## src/rtl/piso_pkg.sv

```systemverilog
// piso_pkg: shared types for the PISO serializer.
//   STATE_W  - width of the serializer state encoding
//   state_t  - serializer states (IDLE, SHIFT, PARITY, DONE)
package piso_pkg;

    localparam int unsigned STATE_W = 2;

    typedef enum logic [STATE_W-1:0] {
        IDLE   = 2'd0,
        SHIFT  = 2'd1,
        PARITY = 2'd2,
        DONE   = 2'd3
    } state_t;

endpackage

```

## src/rtl/piso_bit_cnt.sv

```systemverilog
// piso_bit_cnt: bit-position counter for the PISO serializer.
//   clk, reset (async, active-high), en (clock enable)
//   clear  - zero the counter on the next enabled edge (has priority)
//   inc    - advance the counter on the next enabled edge
//   last_c - combinational flag: counter is on the final bit (WIDTH-1)
module piso_bit_cnt #(
    parameter int unsigned WIDTH = 8
) (
    input  logic clk,
    input  logic reset,
    input  logic en,
    input  logic clear,
    input  logic inc,
    output logic last_c
);

    localparam int unsigned CNT_W = $clog2(WIDTH + 1);

    logic [CNT_W-1:0] count;

    // Saturating guard keeps the count within 0..WIDTH even if inc is misused.
    always_ff @(posedge clk or posedge reset) begin
        if (reset) begin
            count <= '0;
        end else if (en) begin
            if (clear) begin
                count <= '0;
            end else if (inc && (count < CNT_W'(WIDTH))) begin
                count <= count + CNT_W'(1);
            end
        end
    end

    assign last_c = (count == CNT_W'(WIDTH - 1));

endmodule

```

## src/rtl/piso_serializer.sv

```systemverilog
// piso_serializer: parallel-in / serial-out word serializer.
//   Parameters: WIDTH (bits per word, 2..32), MSB_FIRST (1: MSB first, 0: LSB first)
//   Inputs : clk, reset (async, active-high), en (clock enable),
//            load_valid, load_data[WIDTH-1:0]
//   Outputs: load_ready (IDLE only), sout, sout_valid, busy (not IDLE),
//            done (one enabled cycle at end of word)
//   Optional: define PISO_PARITY_EN to append an even-parity bit after the data.
module piso_serializer
    import piso_pkg::*;
#(
    parameter int unsigned WIDTH     = 8,
    parameter bit          MSB_FIRST = 1'b1
) (
    input  logic             clk,
    input  logic             reset,
    input  logic             en,
    input  logic             load_valid,
    input  logic [WIDTH-1:0] load_data,
    output logic             load_ready,
    output logic             sout,
    output logic             sout_valid,
    output logic             busy,
    output logic             done
);

    state_t           state;
    logic [WIDTH-1:0] shreg;
    logic [WIDTH-1:0] shreg_next;
    logic             accept_c;
    logic             cnt_inc_c;
    logic             cnt_last_c;
`ifdef PISO_PARITY_EN
    logic             parity_q;
`endif

    // Bit that leaves the word first for the configured order.
    function automatic logic head_bit(input logic [WIDTH-1:0] w);
        head_bit = MSB_FIRST ? w[WIDTH-1] : w[0];
    endfunction

    assign accept_c  = (state == IDLE) && load_valid;
    assign cnt_inc_c = (state == SHIFT) && !cnt_last_c;

    // Rotate so the next bit to send sits at the head position.
    always_comb begin
        if (MSB_FIRST) begin
            shreg_next = {shreg[WIDTH-2:0], shreg[WIDTH-1]};
        end else begin
            shreg_next = {shreg[0], shreg[WIDTH-1:1]};
        end
    end

    piso_bit_cnt #(
        .WIDTH (WIDTH)
    ) u_bit_cnt (
        .clk    (clk),
        .reset  (reset),
        .en     (en),
        .clear  (accept_c),
        .inc    (cnt_inc_c),
        .last_c (cnt_last_c)
    );

    // Serializer FSM; the counter holds the index of the bit now on sout.
    always_ff @(posedge clk or posedge reset) begin
        if (reset) begin
            state      <= IDLE;
            shreg      <= '0;
            sout       <= 1'b0;
            sout_valid <= 1'b0;
            busy       <= 1'b0;
            done       <= 1'b0;
            load_ready <= 1'b1;
`ifdef PISO_PARITY_EN
            parity_q   <= 1'b0;
`endif
        end else if (en) begin
            case (state)
                IDLE: begin
                    if (load_valid) begin
                        state      <= SHIFT;
                        shreg      <= load_data;
                        sout       <= head_bit(load_data);
                        sout_valid <= 1'b1;
                        busy       <= 1'b1;
                        load_ready <= 1'b0;
`ifdef PISO_PARITY_EN
                        parity_q   <= ^load_data;
`endif
                    end
                end
                SHIFT: begin
                    if (cnt_last_c) begin
`ifdef PISO_PARITY_EN
                        state      <= PARITY;
                        sout       <= parity_q;
                        sout_valid <= 1'b1;
`else
                        state      <= DONE;
                        sout       <= 1'b0;
                        sout_valid <= 1'b0;
                        done       <= 1'b1;
`endif
                    end else begin
                        shreg <= shreg_next;
                        sout  <= head_bit(shreg_next);
                    end
                end
`ifdef PISO_PARITY_EN
                PARITY: begin
                    state      <= DONE;
                    sout       <= 1'b0;
                    sout_valid <= 1'b0;
                    done       <= 1'b1;
                end
`endif
                DONE: begin
                    state      <= IDLE;
                    done       <= 1'b0;
                    busy       <= 1'b0;
                    load_ready <= 1'b1;
                end
                default: begin
                    state      <= IDLE;
                    sout       <= 1'b0;
                    sout_valid <= 1'b0;
                    done       <= 1'b0;
                    busy       <= 1'b0;
                    load_ready <= 1'b1;
                end
            endcase
        end
    end

endmodule

```

## config.mk

```make
export PLATFORM = sky130hd
export DESIGN_NAME = piso_serializer
export DESIGN_NICKNAME = d
export VERILOG_FILES = /design/src/rtl/piso_pkg.sv /design/src/rtl/piso_bit_cnt.sv /design/src/rtl/piso_serializer.sv
export SDC_FILE = /design/constraint.sdc
export NUM_CORES = 1
export LEC_CHECK = 0
export ABC_AREA = 1
export BUFFER_PORTS_ARGS = -buffer_cell sky130_fd_sc_hd__buf_2
export CAP_MARGIN = 20
export CORE_AREA = 2 2 48 50
export DETAILED_ROUTE_END_ITERATION = 8
export DIE_AREA = 0 0 50 52
export GPL_TIMING_DRIVEN = 0
export PLACE_DENSITY = 0.7
export SLEW_MARGIN = 25
export SYNTH_ARGS = -nofsm -noshare
export SYNTH_HDL_FRONTEND = slang
export SYNTH_SLANG_ARGS = --single-unit
```

## constraint.sdc

```tcl
create_clock -name clk -period 1.4 [get_ports clk]
set_input_delay 0.28 -clock clk [delete_from_list [all_inputs] [get_ports clk]]
set_output_delay 0.28 -clock clk [all_outputs]
set_load 0.01 [all_outputs]
```

==> results of run 1 <==
==> critical path, cell delays in order, from the launching register on <==
cell     delay, ns
dfrtp_2       0.49
o21ai_2       0.24
nand2_2       0.14
buf_6         0.17
nand3_1       0.08
nand2_1       0.05
==> logic make-up (layout without fill, tap and decap cells) <==
family,count (synthesis),count (layout)
AOI/OAI and AO/OA,5,5
buffers and inverters,12,33
and+or+nand+nor,102,102
adders and majority gates,1,1
DFF,19,19
==> per-layer routing <==
metal	global-route usage, %	vias up	part of all wire [%]
met4	10.19	0	2.1
li1	-	479	-
met3	3.448	4	3.5
met2	29.82	18	47
met5	0	-	0
met1	21.57	403	47
==> through the flow <==
step	worst slack, ns	instance area [sq um]	hold WS, ns
after floorplan	0.1783	1074	0.2304
after CTS	0.04792	1216	0.1162
after global placement	0.08146	1189	0.4363
after detailed placement	0.06341	1189	0.4536
after global routing	0.01868	1230	0.1508
final	0.1243	1230	0.06879
==> registers in the layout (all words and copies together) (netlist names) <==
signal / flops
done: 1
load_ready: 1
busy: 1
sout: 1
u_bit_cnt.count: 4
state: 2
shreg: 8
sout_valid: 1
==> worst max path at each step <==
stage / start / to / slack (ns)
3_5_place_dp: u_bit_cnt.count[0] / shreg[7] / 0.06
3_3_place_gp: u_bit_cnt.count[0] / shreg[6] / 0.08
6_report: state[0] / shreg[6] / 0.12
2_1_floorplan: u_bit_cnt.count[0] / shreg[0] / 0.18
5_1_grt: state[0] / u_bit_cnt.count[2] / 0.02
4_1_cts: u_bit_cnt.count[0] / shreg[7] / 0.05
==> Yosys cell counts <==
master and instances:
o21bai_1 1, inv_1 7, nand4_1 1, dfstp_2 1, o21ai_2 1, nand2_2 3
nor2_4 2, nand2_8 1, nand3_1 15, ha_1 1, dfrtp_1 18, nand3_2 2
nor2_1 11, nand2_1 64, o21ai_1 1, a31oi_1 1, buf_6 1, buf_12 1
inv_6 1, o21ai_0 1, nand2_4 3, inv_2 2
==> area by class of cell <==
| type | instances | area [sq um] | share of cell area (%) |
|---|---|---|---|
| multi-input cells | 108 | 528.0 | 42.93 |
| flip-flops and latches | 19 | 478.0 | 38.86 |
| repair buffers | 17 | 87.58 | 7.121 |
| inverters | 10 | 42.54 | 3.459 |
| well taps | 28 | 35.03 | 2.848 |
| plain buffers | 2 | 31.28 | 2.543 |
| clock buffers | 3 | 22.52 | 1.831 |
| clock inverters | 1 | 5.005 | 0.4069 |
==> report_power, final <==
| group | internal [mW] | switching, mW | total [mW] |
|---|---|---|---|
| Sequential | 0.752 | 0.156 | 0.908 |
| Clock | 0.107 | 0.181 | 0.287 |
| Combinational | 0.311 | 0.431 | 0.743 |
==> timing repair <==
action | CTS | global route
setup buffers | 0 | 1
gates resized for setup | 0 | 2
hold buffers | 0 | 0
setup endpoints to repair | 0 | 11
==> summary.txt, run 1 <==
Route
  – Residual DRC: 0
  – DRT iter0 DRCs: 25
  – DR pass1 iterations: 4
  – Vias per std cell: 4.809
  – DR vias: 904
  – Wire per inst: 10.61 um
  – ANT nets after route: 0
  – Final wirelength: 1994 um

Finish
  – Count of non-filler cells in the finished layout: 188
  – Area delta synth->final: 14.57%
  – Commonest non-fill, non-tap cell in the layout: nand2_1
  – Fillers: 191
  – Layout cell share with drive strength beyond 1: 25.62%
  – Commonest cells after routing, fill and taps aside: 64 x nand2_1, 17 x dfrtp_1, 16 x buf_2
  – Diodes inserted: 0
  – Utilization after layout: 58.41%
  – Final net count: 174

Logic synthesis
  – Syn avg cell area: 7.723 sq um
  – Post-Synth Simple-Gate Area: 44.52%
  – Post-Synth XOR/XNOR Area: 0%
  – Cell taking the most area after synthesis: dfrtp_1
  – Syn Std Cell Area: 1074 sq um
  – Cells after synthesis: 139
  – Sequential fraction of the synthesis area: 44.41%
  – Syn. warnings: 0
  – Netlist cell types: 22
  – Multiplexer share of the synthesized area: 0%
  – Synth top area share: 41.96%
  – Syn_nets: 152
  – Synth Register Bits: 19
  – Synth Area in Adders: 1.166%
  – Top cells by area, synth: dfrtp_1 42%, nand2_1 22%, nand3_1 7.0%, nor2_1 3.8%, nand2_4 3.1%
  – Largest family of logic cells by synthesized area: simple AND/OR/NAND/NOR gates
  – Compound-Gate Fraction of Synth Area: 3.030%

Worst setup path
  – CP Launch Type: flop
  – Reg-to-Reg Start: state[0]
  – R2R setup slack: 0.12 ns
  – Worst EP arrival: 1.48 ns
  – Worst Setup Path Type: flop to flop
  – Worst r2r dst: shreg[6]
  – Max FO, Critical Path: 10
  – CP Capture Type: flop
  – R2R cell count: 5
  – Required time worst endpoint: 1.60 ns

Floorplanning
  – Total Die Area: 2600 sq um
  – Num ports: 17
  – Core area: 2106 sq um
  – Rows: 17
  – Chip height: 52 um
  – Initial cell density of the core: 50.98%
  – Die Wd: 50 um

Timing
  – F_max: 0.7839 GHz
  – TNS Setup: 0 ns
  – Fin crit period: 1.276 ns
  – Final period util: 91.12%
  – Layout Skew: 0.01202 ns
  – Final Setup Violations: 0
  – Max-Slew Margin vs Limit: 52.08%
  – Worst-margin pin slew: 0.7180 ns
  – Final hold vios: 0
  – RSZ-0062 raised after global routing: false
  – Fin. max-slew vios: 0

Clock tree
  – Inserted Clock Buffers: 3
  – Clock Path Buffers: 2
  – Clock slew at reported path FFs: 0.12 ns
  – H-tree depth: 1
  – Sink Count: 19
  – Clock tree root buffer cell: clkbuf_4
  – Worst-Skew Late Latency: 0.31 ns
  – TritonCTS clock tree: built

Outcome
  – Status: complete, no violations

Power
  – VDD IR max: 819.1 uV
  – Tot Pwr: 1.938 mW
  – Leakage Power: 0.6916 nW
  – Power Density: 1575 nW/um^2

Global routing
  – Vias in the first global route: 866
  – GRT overflow: 0
  – GRT Overall Usage: 17.90%
  – Initial antenna violation count: 0
  – Largest net degree at the start of global routing: 20
  – Global-route wire length before repair: 3456 um

Placed design
  – Detail Placement HPWL: 1473 um
  – Placed insts: 183
  – PortBufs: 16
  – Gpl congestion: 0.8462

Flow run
  – Max-Cap Viols: 0

Min path
  – Path category of the worst min-delay check: input pin to asynchronous set/reset pin
Note: power is estimated with default switching activity, not from simulation.
==> inputs of run 2 (changes only) <==
Settings changed: CELL_PAD_IN_SITES_DETAIL_PLACEMENT set to 1, CELL_PAD_IN_SITES_GLOBAL_PLACEMENT set to 1, CORE_AREA 2 2 48 50 to 2 2 40 79, DIE_AREA 0 0 50 52 to 0 0 42 81.
==> run 2 against run 1 <==
  * Cell count rose by 1.6%
  * Sequential share of layout area fell by 0.89 points
  * Maximum frequency fell by 0.96%
==> summary.txt, run 2 (same netlist as run 1, synthesis figures left out) <==
Route
  – Final wirelength: 2415 um
  – ANT nets after route: 0
  – DR pass1 iterations: 3
  – Wire per inst: 12.64 um
  – DR vias: 934
  – DRT iter0 DRCs: 11
  – Vias per std cell: 4.890
  – Residual DRC: 0

Power
  – Tot Pwr: 2.074 mW
  – VDD IR max: 740.3 uV
  – Power Density: 1647 nW/um^2
  – Leakage Power: 0.7043 nW

Floorplanning
  – Num ports: 17
  – Total Die Area: 3402 sq um
  – Initial cell density of the core: 37.83%
  – Core area: 2838 sq um
  – Die Wd: 42 um
  – Chip height: 81 um
  – Rows: 28

Finish
  – Utilization after layout: 44.36%
  – Number of flip-flops in the largest register: 8
  – Commonest cells after routing, fill and taps aside: 64 x nand2_1, 17 x dfrtp_1, 16 x buf_2
  – Area of the multi-input gates: 528.0 sq um
  – Commonest non-fill, non-tap cell in the layout: nand2_1
  – Register area: 478.0 sq um
  – Final net count: 175
  – Diodes inserted: 0
  – Fillers: 377
  – Area delta synth->final: 17.25%
  – Largest Register: shreg
  – Top flop regs: shreg x8, u_bit_cnt.count x4, state x2
  – Layout cell share with drive strength beyond 1: 26.09%

Global routing
  – GRT Overall Usage: 16.60%
  – Global-route wire length before repair: 4291 um
  – GRT overflow: 0
  – Largest net degree at the start of global routing: 20
  – Vias in the first global route: 955
  – Initial antenna violation count: 0

Clock tree
  – CTS Hold Bufs: 0
  – Clock slew at reported path FFs: 0.07 ns
  – TritonCTS clock tree: built
  – Worst-Skew Late Latency: 0.26 ns
  – H-tree depth: 1
  – Clock tree root buffer cell: clkbuf_8
  – Sink Count: 19
  – Clock Path Buffers: 2
  – Inserted Clock Buffers: 3

Timing
  – Final hold vios: 0
  – TNS Setup: 0 ns
  – Max-Slew Margin vs Limit: 51.26%
  – Worst-margin pin slew: 0.7302 ns
  – Fin crit period: 1.288 ns
  – F_max: 0.7764 GHz
  – Final Setup Violations: 0
  – Fin. max-slew vios: 0
  – Final period util: 92.00%
  – RSZ-0062 raised after global routing: false
  – Final worst slack: 0.1119 ns
  – Layout Skew: 0.002136 ns

Worst setup path
  – R2R setup slack: 0.11 ns
  – R2R cell count: 7
  – Worst Setup Path Type: flop to flop
  – Reg-to-Reg Start: u_bit_cnt.count[1]
  – CP Capture Type: flop
  – Worst EP arrival: 1.44 ns
  – Max FO, Critical Path: 9
  – CP Launch Type: flop
  – Worst r2r dst: shreg[7]
  – Required time worst endpoint: 1.55 ns

Placed design
  – Gpl congestion: 0.7283
  – DP Worst Slack: 0.01578 ns
  – Detail Placement HPWL: 1802 um
  – PortBufs: 16

Flow run
  – Max-Cap Viols: 0

Outcome
  – Status: complete, no violations

Min path
  – Path category of the worst min-delay check: input pin to asynchronous set/reset pin
[run 2: cell count changes in the layout (fill, tap and decap cells not counted), sizes merged]
| cell | before | now |
|---|---|---|
| buf | 19 | 20 |
[run 2: worst max path at each step]
stage	startpoint	end	slack [ns]	cells past startpoint
after CTS	u_bit_cnt.count[0]	shreg[2]	0.005	7
after detailed placement	u_bit_cnt.count[0]	shreg[2]	0.02	7
after global routing	u_bit_cnt.count[1]	shreg[5]	0.02	7
after floorplan	u_bit_cnt.count[0]	shreg[0]	0.18	7
after global placement	u_bit_cnt.count[0]	shreg[0]	0.05	7
final	u_bit_cnt.count[1]	shreg[7]	0.11	7
[run 2: worst max-delay path: stages (launching register included)]
cell and delay (ns):
dfrtp_1 0.43, ha_1 0.24, nand3_2 0.12, nand2_4 0.08, nand2_8 0.09, nand2_4 0.09, nand2_1 0.07, nand2_1 0.05
[run 2: metrics by stage]
stage / hold slack (ns) / cells / area (sq um)
4_1_cts: 0.1712 / 189 / 1237
3_3_place_gp: 0.4402 / 185 / 1191
2_1_floorplan: 0.2304 / 139 / 1074
3_5_place_dp: 0.4583 / 185 / 1191
6_report: 0.1378 / 191 / 1259
5_1_grt: 0.2184 / 191 / 1259
[run 2: what timing repair did]
action | 4_1_cts | 5_1_grt
resized for setup | 0 | 2
buffers inserted | 0 | 2
endpoints found under the setup margin | 0 | 12
[run 2: layout make-up]
| type | count | area share [%] |
|---|---|---|
| Clock inverter | 1 | 0.3976 |
| Timing Repair Buffer | 18 | 7.555 |
| Buffer | 2 | 2.485 |
| Tap cell | 30 | 2.982 |
| Inverter | 10 | 3.380 |
| Sequential cell | 19 | 37.97 |
| Multi-Input combinational cell | 108 | 41.95 |
| Clock buffer | 3 | 3.280 |
[run 2: per-layer routing]
metal	wire length (um)	track usage (%)
met5	0	0
met4	51	9.677
met3	53	2.000
met2	1251	27.50
met1	1059	20.42
[run 2: report_power, final]
group,leakage [nW],total [mW],internal [mW],switching (mW)
clock network,0.0255,0.389,0.198,0.191
logic,0.439,0.774,0.327,0.448
registers,0.239,0.911,0.754,0.157
total,0.704,2.07,1.28,0.796
==> inputs of run 3 (changes only) <==
Settings changed: CORE_AREA 2 2 40 79 to 5 5 43 82, DIE_AREA 0 0 42 81 to 0 0 48 87, PLACE_DENSITY 0.7 to 0.78.
==> run 3 against run 2 <==
  * Flip-flop and latch count stayed put
  * Register-to-register slack about the same
  * Total power increased by 0.48%
  * Cell count shrank 0.52%
  * Highest routed layer unchanged
  * Setup slack improved by 0.0041 ns
  * Via count rose by 0.86%
  * Sequential share of layout area about the same
  * Critical path depth grew 1
  * Clock power about the same
  * Utilization shrank 0.45 points
  * Critical endpoint is now shreg[6]
  * Maximum frequency grew 0.32%
  * Combinational power barely moved
==> summary.txt, run 3 (same netlist as run 1, synthesis figures left out) <==
Floorplanning
  – Die Wd: 48 um
  – Initial cell density of the core: 37.37%
  – Chip height: 87 um
  – Total Die Area: 4176 sq um
  – Num ports: 17
  – Core area: 2873 sq um
  – Rows: 28

Clock tree
  – H-tree depth: 1
  – CTS Hold Bufs: 0
  – Clock tree root buffer cell: clkbuf_8
  – Clock Path Buffers: 2
  – Inserted Clock Buffers: 3
  – Sink Count: 19
  – TritonCTS clock tree: built
  – Clock slew at reported path FFs: 0.07 ns
  – Worst-Skew Late Latency: 0.25 ns

Power
  – Power Density: 1652 nW/um^2
  – Leakage Power: 0.6940 nW
  – VDD IR max: 737.5 uV

Worst setup path
  – CP Launch Type: flop
  – Worst r2r dst: shreg[6]
  – CP Capture Type: flop
  – R2R setup slack: 0.12 ns
  – Worst Setup Path Type: flop to flop
  – Reg-to-Reg Start: state[1]
  – Required time worst endpoint: 1.55 ns
  – R2R cell count: 8
  – Worst setup path start: state[1]
  – Worst setup path endpoint: shreg[6]
  – Worst EP arrival: 1.43 ns
  – Max FO, Critical Path: 9

Route
  – DR pass1 iterations: 4
  – Residual DRC: 0
  – Wire per inst: 13.92 um
  – Vias per std cell: 4.958
  – DR vias: 942
  – DRT iter0 DRCs: 16
  – Final wirelength: 2645 um
  – ANT nets after route: 0

Timing
  – Worst-margin pin slew: 0.7482 ns
  – Final hold vios: 0
  – F_max: 0.7789 GHz
  – Layout Skew: 0.001920 ns
  – Final Setup Violations: 0
  – Max-Slew Margin vs Limit: 50.07%
  – Final worst slack: 0.1161 ns
  – Fin crit period: 1.284 ns
  – Fin. max-slew vios: 0
  – Final period util: 91.71%

Global routing
  – Largest net degree at the start of global routing: 20
  – Vias in the first global route: 1062
  – Busiest grt layer: met2
  – Initial antenna violation count: 0
  – M1 GR Usage: 18.56%
  – GRT Overall Usage: 14.60%
  – GRT met3 Usage: 1.863%
  – Global-route met2 utilization: 24.85%
  – Global-route wire length before repair: 4547 um
  – GRT overflow: 0

Min path
  – Path category of the worst min-delay check: input pin to asynchronous set/reset pin

Finish
  – Largest Register: shreg
  – Final net count: 174
  – Utilization after layout: 43.90%
  – Diodes inserted: 0
  – Commonest non-fill, non-tap cell in the layout: nand2_1
  – Number of flip-flops in the largest register: 8
  – Layout cell share with drive strength beyond 1: 26.25%
  – Area delta synth->final: 17.48%
  – Commonest cells after routing, fill and taps aside: 64 x nand2_1, 16 x dfrtp_1, 16 x buf_2
  – Top flop regs: shreg x8, u_bit_cnt.count x4, state x2

Placed design
  – DP Worst Slack: 0.02000 ns
  – Gpl congestion: 0.8039
  – Detail Placement HPWL: 1976 um
  – PortBufs: 16

Flow run
  – Max-Cap Viols: 0

Outcome
  – Status: complete, no violations
-- run 3: power by group --
group / internal [mW] / switching, mW / total [mW]
combinational: 0.316 / 0.457 / 0.773
clock: 0.202 / 0.188 / 0.391
sequential: 0.754 / 0.166 / 0.920
total: 1.27 / 0.812 / 2.08
-- run 3: worst max-delay path, stage by stage, from the launching register on --
cell and delay [ns]:
dfrtp_2 0.46, inv_2 0.11, nand2_4 0.11, inv_6 0.10
nand2_4 0.08, nand2_8 0.10, nand2_4 0.09, nand2_1 0.07
nand2_1 0.05
-- run 3: area by class of cell --
class / count / area, sq um
plain buffers: 2 / 31.28
well taps: 30 / 37.54
repair buffers: 17 / 87.58
inverters: 10 / 42.54
flip-flops and latches: 19 / 479.2
multi-input cells: 108 / 538.0
fillers: 370 / 1612
clock buffers: 4 / 45.04
-- run 3: through the flow --
stage	area, sq um	hold WS (ns)	TNS [ns]	total power, mW	instances
floorplan	1074	0.2304	0	1.451	139
global placement	1191	0.4384	0	1.631	185
detailed placement	1191	0.4538	0	1.678	185
CTS	1236	0.1735	0	2.077	189
global route	1261	0.2092	-0.004297	2.283	190
finish	1261	0.1445	0	2.084	190
-- run 3: routing by layer --
| metal | wire length [um] | vias to the layer above |
|---|---|---|
| met5 | 0 | - |
| met4 | 23 | 0 |
| li1 | - | 479 |
| met3 | 82 | 2 |
| met1 | 1133 | 448 |
| met2 | 1406 | 13 |
-- run 3: worst min-delay path by stage --
stage / end / startpoint
after detailed placement: sout / reset
final: sout_valid / reset
after global routing: u_bit_cnt.count[0] / reset
after CTS: sout / reset
after floorplan: busy / reset
after global placement: sout_valid / reset
-- run 3: timing repair --
item                                    in CTS  in global routing
endpoints found under the hold margin        0                  0
endpoints found under the setup margin       0                 13
buffers inserted                             0                  1
gates resized for setup                      0                  5
